## src/rtl/serializer.sv

```systemverilog
// Parallel-to-serial converter: takes NO_CH signed words through a valid/ready
// handshake and emits each as NO_CYC SER_BW-bit chunks, least-significant chunk first.
module serializer #(
  parameter int NO_CH  = 10,
  parameter int BW_IN  = 12,
  parameter int SER_BW = 4
) (
  input  logic                           clk,
  input  logic                           rst,
  input  logic                           vld_in,
  output logic                           rdy_in,
  input  logic [NO_CH-1:0][BW_IN-1:0]    data_in,
  output logic                           vld_out,
  output logic                           first_out,
  output logic                           last_out,
  output logic [NO_CH-1:0][SER_BW-1:0]   data_out
);

  localparam int NO_CYC = (BW_IN + SER_BW - 1) / SER_BW;
  localparam int PAD_BW = NO_CYC * SER_BW;
  localparam int CW     = (NO_CYC > 1) ? $clog2(NO_CYC) : 1;
  localparam int LAST   = NO_CYC - 1;

  localparam logic [0:0] IDLE  = 1'b0;
  localparam logic [0:0] SHIFT = 1'b1;

  if (SER_BW < 1 || SER_BW > BW_IN) begin : g_bad_param
    $error("serializer: SER_BW must satisfy 1 <= SER_BW <= BW_IN");
  end

  // Handshake: a word transfers on a rising edge where vld_in and rdy_in are
  // both high; data_in is ignored otherwise. Outputs have no backpressure.

  logic [0:0]                       state;
  logic [CW-1:0]                    cntr;
  logic [NO_CH-1:0][PAD_BW-1:0]     sh;
  logic [NO_CH-1:0][PAD_BW-1:0]     pad;
  logic                             at_last;
  logic                             accept;
  logic [CW-1:0]                    cntr_nxt;

  always_comb begin
    pad = '0;
    for (int c = 0; c < NO_CH; c++) begin
      for (int b = 0; b < PAD_BW; b++) begin
        pad[c][b] = data_in[c][(b < BW_IN) ? b : BW_IN - 1];
      end
    end
  end

  assign at_last  = (cntr == CW'(LAST));
  assign rdy_in   = !rst && ((state == IDLE) || at_last);
  assign accept   = vld_in && rdy_in;
  assign cntr_nxt = cntr + CW'(1);

  always_ff @(posedge clk or posedge rst) begin
    if (rst) begin
      state     <= IDLE;
      cntr      <= '0;
      sh        <= '0;
      vld_out   <= 1'b0;
      first_out <= 1'b0;
      last_out  <= 1'b0;
      data_out  <= '0;
    end else if (accept) begin
      // Chunk 0 goes straight to the output register; the rest waits in sh.
      state     <= SHIFT;
      cntr      <= '0;
      vld_out   <= 1'b1;
      first_out <= 1'b1;
      last_out  <= (NO_CYC == 1);
      for (int c = 0; c < NO_CH; c++) begin
        data_out[c] <= pad[c][SER_BW-1:0];
        sh[c]       <= pad[c] >> SER_BW;
      end
    end else if (state == SHIFT && !at_last) begin
      cntr      <= cntr_nxt;
      first_out <= 1'b0;
      last_out  <= (cntr_nxt == CW'(LAST));
      for (int c = 0; c < NO_CH; c++) begin
        data_out[c] <= sh[c][SER_BW-1:0];
        sh[c]       <= sh[c] >> SER_BW;
      end
    end else if (state == SHIFT) begin
      state     <= IDLE;
      vld_out   <= 1'b0;
      first_out <= 1'b0;
      last_out  <= 1'b0;
    end
  end

endmodule
```

## config.mk

```make
export PLATFORM = sky130hd
export DESIGN_NAME = serializer
export DESIGN_NICKNAME = d
export VERILOG_FILES = /design/src/rtl/serializer.sv
export SDC_FILE = /design/constraint.sdc
export NUM_CORES = 1
export LEC_CHECK = 0
export BUFFER_PORTS_ARGS = -buffer_cell sky130_fd_sc_hd__buf_2
export CORE_MARGIN = 10
export CORE_UTILIZATION = 39
export CTS_CLUSTER_SIZE = 14
export DETAILED_ROUTE_END_ITERATION = 8
export PLACE_DENSITY = 0.66
export SLEW_MARGIN = 5
export SYNTH_ARGS = -nofsm -noshare
export SYNTH_HDL_FRONTEND = slang
export SYNTH_SLANG_ARGS = --single-unit
```

## constraint.sdc

```tcl
create_clock -name clk -period 4 [get_ports clk]
set_clock_uncertainty 0.2 [all_clocks]
set_input_delay 0.4 -clock clk [delete_from_list [all_inputs] [get_ports clk]]
set_output_delay 0.4 -clock clk [all_outputs]
set_load 0.01 [all_outputs]
```

## After elaboration in Yosys (flattened, before gate mapping)

Index checks and enable logic that the tools add are counted.

- Register bits after elaboration: 166
- Output and inout bits: 44
- Logic and storage cells: 55

- $add $sub $neg: 1
- Equality and inequality tests: 3
- Multiplexer cells: 15
- Bitwise operators: 1
- Reduce and logical (&&, ||, !) cells: 10

Operators by type and width:

| cell | number |
|---|---|
| 120-bit 2-to-1 mux | 2 |
| 40-bit 2-to-1 mux | 2 |
| 1-bit 2-to-1 mux | 9 |
| 2-bit equality test (second input constant) | 2 |
| 2-bit 2-to-1 mux | 2 |
| 2-bit nonzero test | 2 |
| 1-bit logical AND | 3 |
| 3-bit nonzero test | 1 |
| 2-bit by 1-bit adder with 2-bit output (second input constant) | 1 |
| 1-bit zero test | 2 |
| 2-bit inequality test (second input constant) | 1 |
| 2-bit AND reduction | 1 |
| 1-bit logical OR | 1 |
| 1-bit NOT | 1 |

## Logic depth before layout (Yosys ltp)

- Depth after elaboration: 6
- Mapped depth: 8
- Mapped depth without buffers: 5

## Worst setup path before layout

Ideal clock, no wire load.

- Path type: register to register
- From: register cntr[0]
- To: register sh[111] in the netlist's numbering
- Library setup time: 0.126 ns
- Data arrival time: 1.603 ns
- Data required time: 3.674 ns
- Path slack: 2.071 ns
- Stages on the path, launching flop included: 9
- Path buffers: 3
- Path through: dfrtp_1 -> inv_1 -> ha_1 -> nand2b_1 -> and2_1 -> buf_2 -> buf_6 -> buf_6 -> a221o_1

- Longest elaborated chain between the ends: 5
- Elaborated cells on any way between the ends: 8
- Classes of those cells: eq/ne (1); mux (1); reduce/logical (6)

Ends and longest elaborated chain:

| what | line | RTL |
|---|---|---|
| start, declared | 35 | `logic [CW-1:0] cntr;` |
| start signal, assigned | 77 | `cntr <= cntr_nxt;` |
| 2-bit equality test * | 51 | `assign at_last = (cntr == CW'(LAST));` |
| 1-bit logical OR | 52 | `assign rdy_in = !rst && ((state == IDLE) \|\| at_last);` |
| 1-bit logical AND | 52 |  |
| 1-bit logical AND | 53 | `assign accept = vld_in && rdy_in;` |
| 120-bit 2-to-1 mux / 2-bit nonzero test (equally long branches) | - |  |
| end signal, assigned by index | 74 | `sh[c] <= pad[c] >> SER_BW;` |
| end signal, assigned by index | 82 | `sh[c] <= sh[c] >> SER_BW;` |
| end, declared | 36 | `logic [NO_CH-1:0][PAD_BW-1:0] sh;` |

Mark *: on every way between the ends. The rest lies on a longest branch, timed or not.
A chain may end at the register's enable or synchronous reset.

## Worst setup path in the final report

- From: register cntr[0]
- To: output port rdy_in

- Longest elaborated chain between the ends: 3

Ends and longest elaborated chain:

| what | line | RTL |
|---|---|---|
| 2-bit equality test | 51 |  |
| 1-bit logical OR | 52 |  |
| 1-bit logical AND | 52 |  |
| end, declared | 11 | `output logic rdy_in,` |

No other way between the ends.

==> flow_summary.yaml <==
clocking:
  clockRootBuffer: "clkbuf_16"
  h-tree-depth: 4
  cts_buffers: 17
  ctsLongestPathBuffers: 2
  insertion_delay_ns: 0.41
  hold_buffers: 4
  post_cts_buffers: 0
  cts_resized: 0
  clock_sinks: 126
  cts_tree: "built"
  clk_pin_slew_ns: 0.05
hold_path:
  worstHoldPathType: "in2reg"
logic_synthesis:
  synth_top_family_by_area: "compound AO/OA/AOI/OAI gates"
  synth_simple_gate_area_frac: 0.168
  ys_warn_count: 0
  synth_area_per_cell_um2: 11.4
  synth.yosys.seq_area_share: 0.586
  synth-xor-area-share: 0
  syn_nets: 598
  synth_fa_ha_area_frac: 0.00465
  syn_inst: 473
  synth_area_mm2: 0.00538
  ys_types: 18
  synth-seq-cells: 126
  synthMuxAreaShare: 0.00209
  synth_compound_gate_area_share: 0.190
floorplanning:
  die_h_um: 137
  ios: 167
  die_area_mm2: 0.0189
  start_util: 0.402
  core_mm2: 0.0134
  rows: 42
  die-width_um: 137
worst_setup_path:
  crit_path_start_kind: "flop"
  crit_fanout: 83
  cp-end-kind: "output port"
  path_cells: "inv_1 -> ha_1 -> nor2b_4 -> buf_4 -> nor2_1 -> buf_2"
  crit_buf_inv: 3
  arrival_ns: 2.07
  crit_slowest_cell: "buf_4"
  critPathTopFamily: "buffers and inverters"
  crit_path_max_incr_delay_ns: 0.58
  critPathRequiredTime_ns: 3.40
  crit_type: "reg2out"
power_and_ir_drop:
  power_frac_clock: 0.292
  total_leakage_power_nw: 3.45
  combPwrFrac: 0.325
  powerDensity_mw_per_mm2: 755
  seqPwrFrac: 0.384
  p_int_mw: 3.49
  p_sw_mw: 1.74
  peakVddDrop_uv: 403
  swShare: 0.332
global_route:
  grt_pass1_vias: 4479
  grt_max_degree: 85
  grt_antenna_before_repair: 1
  grt_overflow: 0
  gr-usage-all-layers: 0.162
  grt_pass1_wl_um: 24100
timing:
  setup_tns_ns: 0
  final_max_slew_viol_count: 0
  finalCriticalPeriod_ns: 2.67
  tightest_slew_ns: 0.954
  rsz0062_at_grt: "false"
  fmax_ghz: 0.375
  hold_viol: 0
  min_period_over_period: 0.667
  maxSlewHeadroom: 0.364
  finalSetupViolations: 0
route:
  dr_wl_met2_um: 7040
  dr.pass1.iters: 4
  drt_iter0_markers: 271
  drc_errors: 0
  vias_per_cell: 5.35
  avgRoutedWirePerCell_um: 18.6
  drtAntennaViolNets: 0
  routed-via-count: 4352
  wl_met3_um: 1230
  drt-met1-wl_um: 6560
  topRoutingLayerUsed: "met5"
  routed_wl_um: 15100
job:
  drv_cap: 0
layout:
  final_cells: 813
  drive_above_1_share: 0.327
  synthToLayoutAreaGrowth_pct: 28.6
  num-nets-final: 751
  insertedDiodeCount: 0
placed_design:
  dpl.cell_count: 778
  place.gp.congestion: 0.818
  dp_hpwl_um: 10400
  io_buffers: 166
status:
  status: "completed"
[layout by cell type (no fill, tap or decap)]
cell type and count:
nand3_1 40, a221o_1 80, inv_4 1, and2_1 80, mux2_2 1, dlygate4sd3_1 5, nor2b_4 2, ha_1 2
dfrtp_1 126, o21ai_0 40, bufinv_16 3, nor2_4 1, nor2_1 1, nand2_1 45, inv_1 4, nand2b_4 1
a32o_1 1, buf_12 1, clkbuf_1 3, clkinv_2 5, buf_4 7, buf_2 166, clkbuf_8 2, o22ai_1 1
clkbuf_16 17, and2_4 1, a21o_1 1
[per-stage QoR]
step	area (um2)	total power, mW	setup WS [ns]	hold WS (ns)	util
final	6920	5.23	1.33	0.0184	0.517
after global routing	6920	5.59	1.10	0.00539	0.517
after CTS	6910	5.30	1.27	0.000845	0.516
after detailed placement	6290	3.75	1.37	0.264	0.470
after global placement	6290	3.68	1.42	0.270	0.470
after floorplan	5380	3.18	0.0441	0.270	-
[sequential cells by signal (all words and copies together), names as in the netlist]
name       flops
vld_out        1
cntr           2
state          1
data_out      40
first_out      1
sh            80
last_out       1
[worst reg2reg max path: cells and delay by family, from the launching register on]
kind                       cells  cell delay (ns)
and+or+nand+nor                2             0.86
buffers and inverters          2             0.52
DFF                            1             0.40
adders and majority gates      1             0.24
AOI/OAI and AO/OA              1             0.14
[cells in the mapped netlist, drive strengths merged]
cell type / count / area, um2
a221o: 80 / 801
nor2: 2 / 7.51
and2: 81 / 507
nor2b: 2 / 12.5
nand2: 45 / 169
buf: 17 / 141
a32o: 1 / 10.0
nand3: 40 / 200
o21ai: 40 / 200
mux2: 1 / 11.3
a21o: 1 / 7.51
o22ai: 1 / 6.26
nand2b: 1 / 6.26
ha: 2 / 25.0
inv: 5 / 18.8
dfrtp: 126 / 3150
clkbuf: 28 / 105
[routing by layer]
layer / up-vias / global-route usage
li1: 2036 / -
met1: 2147 / 0.210
met2: 147 / 0.244
met3: 20 / 0.0528
met4: 2 / 0.0673
met5: - / 0
[layout make-up]
| class | instances | area (um2) |
|---|---|---|
| Inverter | 5 | 21.3 |
| Sequential cell | 126 | 3150 |
| Clock buffer | 22 | 464 |
| Multi-Input combinational cell | 297 | 2000 |
| Fill cell | 1220 | 6480 |
| Timing Repair Buffer | 179 | 953 |
| Clock inverter | 8 | 115 |
| Tap cell | 176 | 220 |
[cells by family (layout without fill, tap and decap cells)]
logic type      after synthesis  after routing
simple gates                171            171
flops                       126            126
compound gates              123            123
buf+inv                      50            214
fa+ha+maj                     2              2
mux                           1              1
[power by group through the flow]
stage	Clock (mW)	Combinational, mW	Sequential [mW]
3_3_place_gp	0	1.67	2.01
3_5_place_dp	0	1.72	2.03
6_report	1.53	1.70	2.01
2_1_floorplan	0	1.15	2.03
4_1_cts	1.56	1.73	2.01
5_1_grt	1.63	1.89	2.07
[path summary, 6_finish.rpt]
path,startpoint,to,slack (ns),depth (start not counted)
max,cntr[0]$_DFFE_PP0P_,rdy_in,1.33,6
min,data_in[59],sh[55]$_DFFE_PP0P_,0.02,3
max reg2reg,cntr[0]$_DFFE_PP0P_,sh[115]$_DFFE_PP0P_,1.52,6
min reg2reg,first_out$_DFFE_PP0P_,first_out$_DFFE_PP0P_,0.28,1
max in group asynchronous,rst,sh[17]$_DFFE_PP0P_,2.52,3
min in group asynchronous,rst,sh[109]$_DFFE_PP0P_,0.04,2
Power figures use the tool's default switching activity.
